<file path="src/rtl/cpu_types_pkg.sv">
// Shared CPU types: register index, pipeline-control state and latch-control bundle.
// Pure declarations plus one helper; no logic of its own.
// Consumed by pipeline_ctrl and its perf counters.
package cpu_types_pkg;

  // Register-file index width and type used by the decode/hazard paths.
  localparam int REG_W = 5;
  typedef logic [REG_W-1:0] regbits_t;

  // Default width of each pipeline performance counter.
  localparam int PERF_W = 32;

  // Pipeline sequencer states.
  typedef enum logic [1:0] {
    RUN    = 2'd0,
    DWAIT  = 2'd1,
    HALTED = 2'd2
  } pipe_ctrl_state_t;

  // Enables and bubble-loads for the PC and the four stage latches.
  typedef struct packed {
    logic pc_en;
    logic ifid_en;
    logic idex_en;
    logic exmem_en;
    logic memwb_en;
    logic ifid_flush;
    logic idex_flush;
    logic memwb_flush;
  } pipe_latch_ctrl_t;

  // Latch pattern for a cycle in which the pipeline is allowed to move.
  // A taken branch squashes IF/ID and ID/EX and wins over a load-use stall,
  // because the younger instruction that caused the hazard is discarded anyway.
  // A load-use hazard freezes PC and IF/ID and drops one bubble into ID/EX.
  function automatic pipe_latch_ctrl_t adv_pattern(input logic br_taken, input logic ldu);
    pipe_latch_ctrl_t p;
    p = '0;
    if (br_taken) begin
      p.pc_en      = 1'b1;
      p.ifid_en    = 1'b1;
      p.ifid_flush = 1'b1;
      p.idex_en    = 1'b1;
      p.idex_flush = 1'b1;
      p.exmem_en   = 1'b1;
      p.memwb_en   = 1'b1;
    end else if (ldu) begin
      p.idex_en    = 1'b1;
      p.idex_flush = 1'b1;
      p.exmem_en   = 1'b1;
      p.memwb_en   = 1'b1;
    end else begin
      p.pc_en    = 1'b1;
      p.ifid_en  = 1'b1;
      p.idex_en  = 1'b1;
      p.exmem_en = 1'b1;
      p.memwb_en = 1'b1;
    end
    return p;
  endfunction

endpackage

</file>
<file path="src/rtl/pipe_perf_cnt.sv">
// Single saturating event counter, cleared by reset.
// Counts the cycle after inc is sampled high; holds at all-ones once saturated.
// No backpressure; inc is a plain per-cycle event strobe.
module pipe_perf_cnt #(
  parameter int W = 32
) (
  input  logic         CLK,
  input  logic         nRST,
  input  logic         inc,
  output logic [W-1:0] cnt
);

  // Increment on each event until every bit is set, then stick there.
  always_ff @(posedge CLK or negedge nRST) begin
    if (!nRST) begin
      cnt <= '0;
    end else if (inc && (cnt != {W{1'b1}})) begin
      cnt <= cnt + 1'b1;
    end
  end

endmodule

</file>
<file path="src/rtl/pipeline_ctrl.sv">
// Hazard/stall sequencer: drives PC write enable plus enable/flush of IF/ID, ID/EX, EX/MEM, MEM/WB.
// Zero latency: all latch controls are combinational from state and current inputs.
// Stalls the whole pipe on icache/dcache wait; optional perf counters with PIPE_PERF_EN.
module pipeline_ctrl
  import cpu_types_pkg::*;
#(
  parameter int RB_W = REG_W
`ifdef PIPE_PERF_EN
  ,
  parameter int PERF_W = cpu_types_pkg::PERF_W
`endif
) (
  input  logic            CLK,
  input  logic            nRST,
  input  logic            ihit,
  input  logic            dhit,
  input  logic            mem_dreq,
  input  logic [RB_W-1:0] id_rs,
  input  logic [RB_W-1:0] id_rt,
  input  logic            ex_memread,
  input  logic [RB_W-1:0] ex_rd,
  input  logic            ex_br_taken,
  input  logic            wb_halt,
  output logic            pc_en,
  output logic            ifid_en,
  output logic            idex_en,
  output logic            exmem_en,
  output logic            memwb_en,
  output logic            ifid_flush,
  output logic            idex_flush,
  output logic            memwb_flush,
  output logic            halt,
  output logic [1:0]      ctrl_state
`ifdef PIPE_PERF_EN
  ,
  output logic [PERF_W-1:0] stall_cnt,
  output logic [PERF_W-1:0] flush_cnt,
  output logic [PERF_W-1:0] ldu_cnt
`endif
);

  pipe_ctrl_state_t state, state_nxt;
  pipe_latch_ctrl_t lc;
  logic             dhit_seen;
  logic             seen_set;
  logic             adv_fire;
  logic             dmem_ok;
  logic             adv;
  logic             ldu;

  // dhit_seen remembers a finished MEM access while the icache is still missing,
  // so the dcache is not asked again when the pipe finally moves.
  assign dmem_ok = !mem_dreq || dhit || dhit_seen;
  assign adv     = ihit && dmem_ok;
  // Register 0 is hardwired, so a load targeting it never creates a hazard.
  assign ldu     = ex_memread && (ex_rd != '0) && ((ex_rd == id_rs) || (ex_rd == id_rt));

  // Next-state and latch control; all outputs forced to zero while reset is held.
  always_comb begin
    lc        = '0;
    state_nxt = state;
    seen_set  = 1'b0;
    adv_fire  = 1'b0;
    if (nRST) begin
      case (state)
        RUN: begin
          if (!dmem_ok) begin
            state_nxt = DWAIT;
          end else if (ihit) begin
            adv_fire = 1'b1;
          end
        end
        DWAIT: begin
          if (dhit) begin
            state_nxt = RUN;
            if (ihit) begin
              adv_fire = 1'b1;
            end else begin
              // EX/MEM is held but its access is done: push a bubble into WB
              // so the retiring instruction is not written back twice.
              seen_set       = 1'b1;
              lc.memwb_en    = 1'b1;
              lc.memwb_flush = 1'b1;
            end
          end
        end
        HALTED: begin
          state_nxt = HALTED;
        end
        default: begin
          state_nxt = RUN;
        end
      endcase
      if (adv_fire) begin
        lc = adv_pattern(ex_br_taken, ldu);
      end
      // HALT only counts once it actually retires into WB.
      if (wb_halt && lc.memwb_en) begin
        state_nxt = HALTED;
      end
    end
  end

  // State register and completed-MEM-access flag.
  always_ff @(posedge CLK or negedge nRST) begin
    if (!nRST) begin
      state     <= RUN;
      dhit_seen <= 1'b0;
    end else begin
      state <= state_nxt;
      if (seen_set) begin
        dhit_seen <= 1'b1;
      end else if (adv) begin
        dhit_seen <= 1'b0;
      end
    end
  end

  assign pc_en       = lc.pc_en;
  assign ifid_en     = lc.ifid_en;
  assign idex_en     = lc.idex_en;
  assign exmem_en    = lc.exmem_en;
  assign memwb_en    = lc.memwb_en;
  assign ifid_flush  = lc.ifid_flush;
  assign idex_flush  = lc.idex_flush;
  assign memwb_flush = lc.memwb_flush;
  assign halt        = (state == HALTED);
  assign ctrl_state  = state;

`ifdef PIPE_PERF_EN
  logic stall_inc;
  logic flush_inc;
  logic ldu_inc;

  assign stall_inc = nRST && (state != HALTED) && !lc.pc_en;
  assign flush_inc = adv_fire && ex_br_taken;
  assign ldu_inc   = adv_fire && !ex_br_taken && ldu;

  pipe_perf_cnt #(.W(PERF_W)) u_stall_cnt (
    .CLK  (CLK),
    .nRST (nRST),
    .inc  (stall_inc),
    .cnt  (stall_cnt)
  );

  pipe_perf_cnt #(.W(PERF_W)) u_flush_cnt (
    .CLK  (CLK),
    .nRST (nRST),
    .inc  (flush_inc),
    .cnt  (flush_cnt)
  );

  pipe_perf_cnt #(.W(PERF_W)) u_ldu_cnt (
    .CLK  (CLK),
    .nRST (nRST),
    .inc  (ldu_inc),
    .cnt  (ldu_cnt)
  );
`endif

endmodule
</file>
<file path="config.mk">
export PLATFORM = sky130hd
export DESIGN_NAME = pipeline_ctrl
export DESIGN_NICKNAME = d
export VERILOG_FILES = /design/src/rtl/cpu_types_pkg.sv /design/src/rtl/pipe_perf_cnt.sv /design/src/rtl/pipeline_ctrl.sv
export SDC_FILE = /design/constraint.sdc
export NUM_CORES = 1
export LEC_CHECK = 0
export CORE_AREA = 2 2 39 41
export CTS_CLUSTER_SIZE = 12
export DETAILED_ROUTE_END_ITERATION = 7
export DIE_AREA = 0 0 41 43
export HOLD_SLACK_MARGIN = 0.02
export PLACE_DENSITY = 0.76
export SYNTH_ARGS = -nofsm -noshare
export SYNTH_HDL_FRONTEND = slang
export SYNTH_SLANG_ARGS = --single-unit
</file>
<file path="constraint.sdc">
create_clock -name CLK -period 4.45 [get_ports CLK]
set_clock_uncertainty 0.15 [all_clocks]
set_input_delay 1.335 -clock CLK [delete_from_list [all_inputs] [get_ports CLK]]
set_output_delay 1.335 -clock CLK [all_outputs]
set_load 0.1 [all_outputs]
</file>
-- Word level (Yosys, flattened, before mapping)
Cells that the tools add are included.
W data, S select, Z words.
- register bits after elaboration: 3
- bits of input ports: 23
- output and inout bits: 11
- word-level logic and storage cells: 43
- eq/ne operators: 6
- muxes and demuxes: 23
- reductions and logical operators: 12
- operators by type and width (cell ; count):
    $mux W8 ; 3
    $mux W1 ; 13
    $eq A5 B5 Y1 ; 2
    $mux W2 ; 4
    $ne A3 B3 Y1 const B ; 2
    $pmux W2 S3 ; 1
    $mux W5 ; 1
    $reduce_bool A5 Y1 ; 1
    $logic_and A1 B1 Y1 ; 4
    $logic_or A1 B1 Y1 ; 3
    $reduce_and A3 Y1 ; 1
    $eq A2 B1 Y1 const B ; 1
    $eq A2 B2 Y1 const B ; 1
    $logic_not A2 Y1 ; 1
    $pmux W1 S2 ; 1
    $reduce_bool A2 Y1 ; 1
    $logic_not A1 Y1 ; 1

-- Depth between registers and ports, before layout
Gate-level depths: netlist of run 1.
- depth in word-level cells: 11
- mapped depth: 5
- mapped depth without buffers: 4

-- Worst setup path before layout of run 1
OpenSTA, ideal clock, no wires.
- path kind: input port to output port
- from: input nRST
- to: output memwb_en
- arrival time: 3785 ps
- required time: 2965 ps
- path slack: -820 ps
- stages on the path: 4
- path through: nor2b_1 -> nand3_1 -> nor2_1 -> or2_1
- cells in the longest elaborated chain, start to end: 1
- RTL lines (item ; RTL line ; text):
    from (decl) ; pipeline_ctrl.sv:14 ; input logic nRST,
    $mux W8 ; pipeline_ctrl.sv:64 ; if (nRST) begin
    to (decl) ; pipeline_ctrl.sv:28 ; output logic memwb_en,
Every way passes these cells.

-- Worst setup path after layout of run 1
- from: input ex_rd[2]
- to: output idex_flush
- cells in the longest elaborated chain, start to end: 8
- elaborated cells on any way between the ends: 11
- classes of those cells: eq/ne (2); mux (5); reduce/logical (4)
- RTL lines (item ; RTL line ; text):
    from (decl) ; pipeline_ctrl.sv:21 ; input logic [RB_W-1:0] ex_rd,
    $eq A5 B5 Y1 / $reduce_bool A5 Y1 (equally long branches) ; pipeline_ctrl.sv:56 ; assign ldu = ex_memread && (ex_rd != '0) && ((ex_rd == id_rs) || (ex_rd == id_rt));
    $logic_or A1 B1 Y1 / $logic_and A1 B1 Y1 (equally long branches) ; pipeline_ctrl.sv:56 ;
    $logic_and A1 B1 Y1 * ; pipeline_ctrl.sv:56 ;
    $mux W1 * ; cpu_types_pkg.sv:47 ; end else if (ldu) begin
    $mux W1 * ; cpu_types_pkg.sv:39 ; if (br_taken) begin
    $mux W8 * ; pipeline_ctrl.sv:94 ; if (adv_fire) begin
    $mux W8 * (2 in series) ; pipeline_ctrl.sv:64 ;
    to (decl) ; pipeline_ctrl.sv:30 ; output logic idex_flush,
Every way passes the cells marked *; elsewhere a longest branch is shown, timed or not. The select of a mux whose other input is x is not followed.

==> results.md, run 1 <==
- Htree depth: 1
- Critical Path Source Type: primary input
- R2R Path End: ctrl_state[1]
- Setup slack, reg-to-reg: around 3.2 ns
- P per Cell Area: roughly 280 nW/um2
- Detail Placement HPWL: approximately 1100 um
- Max-capacitance violation count: 0
- Gpl congestion: 0.730
- Synth Area in Simple Gates: between 20% and 30%
- Port-buffer cells: 33
- Clock sink count: 3
- Tot GR Track Use: 15.8%
- Routed len/inst: ~12 um
- CP Data Required Time: around 3 ns
- Die height: 43 um
- Syn_area_per_cell: about 8 um2
- CTS Hold Buffers Added: 0
- Leading area contributor after synthesis: xor2_1
- Distinct cells, synth: 23
- I/O Pins: 34
- Kind of end point of the critical path: output port
- Fin crit period: approximately 4.4 ns
- Initial Util: between 20% and 30%
- Crit share post-route: approximately 100%
- Clock power frac: approximately a fifth
- Layout cells sized above 1: 26.2%
- Critical Path Max Stage Delay: approximately 0.55 ns
- Hold Crit Class: reg -> reg
- Largest net degree at the start of global routing: 8
- FF+latch count, synth: 3
- Syn Std Cell Area: between 300 and 400 um2
- Vias in the first global route: between 400 and 500
- Worst-margin pin slew: between 0.9 and 1 ns
- Clock buffers created by TritonCTS: 3
- Slew Limit Headroom: a little over a third
- Multi-input gate area: approximately 280 um2
- Total wire length: ~1200 um
- CP Cell Sequence: clkdlybuf4s50_1, or4_4, o211ai_1, o21bai_4, buf_12
- Post-synth EDFFs: 0
- Fillcell total: approximately 130
- Row cnt: 14
- Sequential area share after synthesis: roughly a fifth
- Min-Delay Endpoint: dhit_seen
- P&R area growth vs syn: 144%
- Top-count cell post-synth: xor2_1
- Ys async rst share: 100%
- Clk slew on worst S/H paths: roughly 0.03 ns
- Final worst slack: approximately 0.012 ns
- Sw Ratio: between 40% and 50%
- Pint: roughly 120 uW
- Core ar.: 1380 um2
- RR Startpoint: dhit_seen
- Final nets: about 110
- Antenna-violating nets left: 0
- Placed Instances: 96
- Final hold vios: 0
- Compound-Gate Fraction of Synth Area: between 20% and 30%
- CTS tree: built
- Max-slew violation count: 0
- Global-route wire length before repair: 1840 um
- Total negative slack: 0 ns
- Area contributors post-synth: xor2_1, dfrtp_1, buf_4, nor2_1, a31oi_1
- Dpl ws: 0.0230 ns
- Crit Path Category: in -> out
- Syn nets: 67
- Cell count of the worst hold path: 2
- Chip Width: 41 um
- Clk_lat worst skew: around 0.23 ns
- Post-synthesis mux area share: 0%
- Critical path peak fanout: 3
- Synth top cells by count: xor2_1, nor2_1, dfrtp_1, inv_1
- Net switching power: approximately 120 uW
- Gate power share: between 60% and 70%
- Initial antenna violation count: 0
- Sequential Area: ~75 um2
- Global route overflow: 0
- Final setup viols: 0
- VDD IR-drop max: 0.220 mV
- Synth top area share: around a quarter
- Initial DRC Count: 4
- Adder-Cell Fraction of Synth Area: 0%
- Min-delay src: dhit_seen
- Die area: between 1500 and 2000 um2
- Top FF cell, synth: dfrtp_1
- R2R depth: 3
- Cells after Synth: 44
- Pre-antenna DRT Iters: 4
- Outcome: finished clean
- Clock tree buffer depth: 2
- Highest Clock Rate: roughly 0.23 GHz
- Power share of the sequential group: between 10% and 20%
- Layout Cells excl Fill: 100
- Syn. warnings: 0
- Largest family of logic cells by synthesized area: XOR/XNOR gates
- Drt drc: 0
- Post-CTS setup buffers: 0
- Arr. time, crit path: around 3.0 ns
- Post-synthesis xor/xnor area fraction: about a quarter
- Vias per std cell: 4.70
- Vias: 470
- Clk root buf: clkbuf_4
- Antenna Cells: 0
- Crit-path slowest cell: or4_4
- Leak Pwr: around 0.35 nW
-- worst max path at each step --
stage                  start  depth (start not counted)    endpoint  slack (ns)
floorplan               nRST                          4    memwb_en       -0.04
global placement    ex_rd[2]                          5     ifid_en        0.03
detailed placement  ex_rd[2]                          5  idex_flush        0.02
CTS                 ex_rd[2]                          5  idex_flush        0.01
global route        ex_rd[2]                          5  idex_flush       -0.01
finish              ex_rd[2]                          5  idex_flush        0.01
-- kinds of logic after synthesis --
| kind of cell | Yosys count |
|---|---|
| AOI/OAI and AO/OA | 12 |
| and+or+nand+nor | 14 |
| xor gates and xnor gates | 10 |
| buffers and inverters | 5 |
| DFF | 3 |
-- flip-flops by register name, summed over array words and instances (netlist names) --
| register | cells |
|---|---|
| ctrl_state | 2 |
| dhit_seen | 1 |
-- layout make-up --
| type | count | share of cell area [%] |
|---|---|---|
| clock buffers | 4 | 3.05 |
| flip-flops and latches | 3 | 8.71 |
| well taps | 16 | 2.32 |
| repair buffers | 38 | 52.0 |
| inverters | 3 | 1.31 |
| multi-input cells | 36 | 32.7 |
-- per-stage QoR --
stage               hold WS, ns  cell area (um2)  power [mW]  util (%)
CTS                       0.386              858       0.244      62.0
global placement          0.371              832       0.191      60.1
floorplan                 0.351              379       0.130         -
detailed placement        0.381              832       0.193      60.1
finish                    0.382              862       0.240      62.3
global route              0.407              862       0.251      62.3
-- worst max-delay path, delay by kind of cell --
kind / cells / cell delay [ns]
and+or+nand+nor: 1 / 0.55
AOI/OAI and AO/OA: 2 / 0.42
buffers and inverters: 2 / 0.65
-- cell usage in the layout, fill, tap and decap left out --
cell type and n:
o21a_1 1, nor2_4 1, nor2_1 3, o21ai_1 1, o211ai_1 1, or3b_1 1
o21ai_0 1, a31oi_1 2, a22oi_1 1, clkbuf_1 1, xor2_1 10, a21oi_1 1
o21bai_4 1, o31a_4 1, dfrtp_1 3, o2111a_2 1, clkbuf_4 3, nor2b_1 2
buf_12 8, o22ai_1 1, and2_4 1, nor3_1 2, nand3_1 1, or4_4 1
nand2_1 1, buf_4 5, inv_1 3, clkdlybuf4s50_1 25, or2_1 1
-- power by group through the flow --
stage / Combinational [mW] / Sequential (mW) / Clock (mW)
after floorplan: 0.0732 / 0.0570 / 0
after global placement: 0.155 / 0.0361 / 0
after detailed placement: 0.157 / 0.0360 / 0
after CTS: 0.158 / 0.0359 / 0.0504
after global routing: 0.164 / 0.0367 / 0.0510
final: 0.157 / 0.0357 / 0.0478
-- timing repair --
item / in CTS / in global routing
gates resized for setup: 0 / 2
endpoints found under the hold margin: 0 / 0
setup endpoints to repair: 0 / 3
-- metal layers --
| layer | wire length, um | GRT usage, % | part of all wire [%] | up-vias |
|---|---|---|---|---|
| li1 | - | - | - | 235 |
| met1 | 409 | 14.8 | 33 | 204 |
| met5 | 0 | 0 | 0 | - |
| met4 | 20 | 10.0 | 1.6 | 0 |
| met2 | 637 | 26.6 | 51 | 29 |
| met3 | 175 | 5.76 | 14 | 2 |
(Power assumes the default switching activity.)
==> run 2: changes to the inputs <==
--- a/config.mk
+++ b/config.mk
@@ -5,10 +5,10 @@
 export SDC_FILE = /design/constraint.sdc
 export NUM_CORES = 1
 export LEC_CHECK = 0
-export CORE_AREA = 2 2 39 41
+export CORE_AREA = 4 4 41 43
 export CTS_CLUSTER_SIZE = 12
 export DETAILED_ROUTE_END_ITERATION = 7
-export DIE_AREA = 0 0 41 43
+export DIE_AREA = 0 0 45 47
 export HOLD_SLACK_MARGIN = 0.02
 export PLACE_DENSITY = 0.76
 export SYNTH_ARGS = -nofsm -noshare
==> run 2 against run 1 <==
  * Cell count up 1.0%
  * Clock power down 2%
  * Via count shrank 0.43%
  * Combinational power rose by 3%
  * Sequential cell count unchanged
  * Worst hold slack better by 0.012 ns
  * Global-route usage shrank 3.5 points
  * Final area is 3.0% higher
  * Highest routed layer unchanged
==> results.md, run 2 (synthesis gave the netlist of run 1 again) <==
- Outcome: finished clean
- CP Cell Sequence: clkdlybuf4s50_1, or4_4, o211ai_1, o21bai_4, buf_12
- Multi-input gate area: 292 um2 (+3.6%)
- Critical path peak fanout: 3 (unchanged)
- Initial Util: 27.1% (+1.6 points)
- GR Util met2: 21.8% (-4.8 points)
- Final nets: 110 (+1.9%)
- Htree depth: 1 (unchanged)
- CP bufs+invs: 2 (unchanged)
- Row cnt: 13 (-1)
- Highest Clock Rate: 0.227 GHz (+0.89%)
- Min-Delay Endpoint: dhit_seen
- Power share of the sequential group: 14.7% (about the same)
- Layout cells sized above 1: 30.2% (+4.0 points)
- Max-slew violation count: 0 (unchanged)
- Initial antenna violation count: 0 (unchanged)
- Clock tree buffer depth: 2 (unchanged)
- Cell count of the worst hold path: 2 (unchanged)
- Critical Path Max Stage Delay: 0.53 ns (-0.02 ns)
- Slew Limit Headroom: 33.4% (-1.8 points)
- Core ar.: 1300 um2 (-6.0%)
- Pre-antenna DRT Iters: 4 (unchanged)
- M1 GR Usage: 13.5% (-1.4 points)
- I/O Pins: 34 (unchanged)
- Global route overflow: 0 (unchanged)
- CP Data Required Time: 2.96 ns (about the same)
- Gpl congestion: 0.761 (+4.2%)
- Antenna Cells: 0 (unchanged)
- Clk slew on worst S/H paths: 0.03 ns (about the same)
- Total negative slack: 0 ns (unchanged)
- Delay-heaviest family, CP: buffers and inverters
- R2R Path End: ctrl_state[1]
- Kind of end point of the critical path: output port
- Pint: 126 uW (+1.4%)
- Leak Pwr: 0.375 nW (+5.8%)
- Hold Crit Class: reg -> reg
- Setup slack, reg-to-reg: 3.14 ns (-0.02 ns)
- Clk root buf: clkbuf_4
- Total wire length: 1330 um (+6.8%)
- GRT Max-Usage Layer: met2
- Largest net degree at the start of global routing: 8 (unchanged)
- Drt drc: 0 (unchanged)
- RR Startpoint: dhit_seen
- Detail Placement HPWL: 1130 um (+5.0%)
- Initial DRC Count: 4 (unchanged)
- Fillcell total: 113 (-12%)
- VDD IR-drop max: 0.224 mV (+1.6%)
- Clock power frac: 19.2% (-0.7 points)
- Commonest non-fill, non-tap cell in the layout: clkdlybuf4s50_1
- Chip Width: 45 um (+9.8%)
- Met3 Track Usage GR: 1.53% (-4.2 points)
- Vias: 468 (-0.43%)
- Vias per std cell: 4.63 (-1.4%)
- Final hold vios: 0 (unchanged)
- CTS tree: built
- Commonest cells after routing, fill and taps aside: clkdlybuf4s50_1, xor2_1, buf_12, buf_4
- Crit Path Category: in -> out
- Clk_lat worst skew: 0.23 ns (about the same)
- Routed len/inst: 13.1 um (+5.7%)
- Arr. time, crit path: 2.91 ns (-0.04 ns)
- Vias in the first global route: 476 (-1.2%)
- Net switching power: 117 uW (+1.2%)
- Max-capacitance violation count: 0 (unchanged)
- Max reg flops: 2 (unchanged)
- Antenna-violating nets left: 0 (unchanged)
- Die height: 47 um (+9.3%)
- Sw Ratio: 48.0% (about the same)
- Worst-margin pin slew: 0.996 ns (+0.0268 ns)
- Crit-path slowest cell: or4_4
- Min-delay src: dhit_seen
- P per Cell Area: 274 nW/um2 (-1.7%)
- Clock sink count: 3 (unchanged)
- Port-buffer cells: 33 (unchanged)
- R2R depth: 3 (unchanged)
- Clock buffers created by TritonCTS: 3 (unchanged)
- Die area: 2120 um2 (+20%)
- Critical Path Source Type: primary input
- Layout Cells excl Fill: 101 (+1.0%)
- Gate power share: 66.1% (+0.8 points)
- Crit share post-route: 98.8% (-0.88 points)
- Placed Instances: 96 (unchanged)
- Final setup viols: 0 (unchanged)
- P&R area growth vs syn: 152%
- Global-route wire length before repair: 1910 um (+4.1%)
- Sequential Area: 75.1 um2 (unchanged)
- Fin crit period: 4.40 ns (-0.0392 ns)
- Tot GR Track Use: 12.3% (-3.5 points)
==> run 2: cell count changes in the layout (fill, tap and decap cells not counted), sizes merged <==
| cell | delta |
|---|---|
| buf | +2 |
| clkdlybuf4s50 | -1 |
| dlymetal6s2s | +1 |
==> run 2: worst max-delay path by stage <==
stage / cells past startpoint / slack, ns / start / to
global placement: 5 / 0.07 / ex_rd[2] / ifid_en
global route: 6 / -0.009 / ex_rd[4] / pc_en
finish: 5 / 0.05 / ex_rd[2] / idex_flush
detailed placement: 6 / 0.03 / ex_rd[0] / pc_en
CTS: 6 / 0.03 / ex_rd[0] / pc_en
floorplan: 4 / -0.04 / nRST / memwb_en
==> run 2: routing by layer <==
layer,part of all wire (%),vias to the layer above,routed length [um]
li1,-,240,-
met1,36,214,481
met2,57,12,758
met3,5.0,2,66
met4,1.6,0,21
met5,0,-,0
==> run 2: repair_timing <==
item / CTS / global route
buffers inserted: 0 / 1
endpoints found under the hold margin: 0 / 0
endpoints found under the setup margin: 0 / 3
gates resized for setup: 0 / 5
hold buffers: 0 / 0
==> run 2: area by class of cell <==
type / count / share of cell area, %
Clock buffer: 4 / 2.96
Tap cell: 15 / 2.11
Multi-Input combinational cell: 36 / 32.8
Inverter: 3 / 1.27
Timing Repair Buffer: 40 / 52.4
Sequential cell: 3 / 8.45
==> run 2: power groups by stage <==
stage | clock network [mW] | logic [mW] | registers, mW
global placement | 0 | 0.156 | 0.0357
CTS | 0.0500 | 0.158 | 0.0357
global route | 0.0526 | 0.167 | 0.0364
floorplan | 0 | 0.0732 | 0.0570
detailed placement | 0 | 0.158 | 0.0360
finish | 0.0467 | 0.161 | 0.0359
==> run 2: metrics by stage <==
step | worst slack [ns] | cell area (um2) | hold WS (ns) | total power, mW | util [%]
5_1_grt | -0.00894 | 888 | 0.455 | 0.256 | 68.3
2_1_floorplan | -0.0408 | 379 | 0.351 | 0.130 | -
3_3_place_gp | 0.0696 | 838 | 0.374 | 0.192 | 64.4
6_report | 0.0512 | 888 | 0.393 | 0.243 | 68.3
3_5_place_dp | 0.0275 | 838 | 0.390 | 0.194 | 64.4
4_1_cts | 0.0252 | 865 | 0.394 | 0.244 | 66.4
==> run 2: worst register-to-register path: cells and delay by family, from the launching register on <==
kind             cells  cell delay, ns
flip-flops           1            0.36
AND/OR/NAND/NOR      1            0.37
AO/OA/AOI/OAI        2            0.29
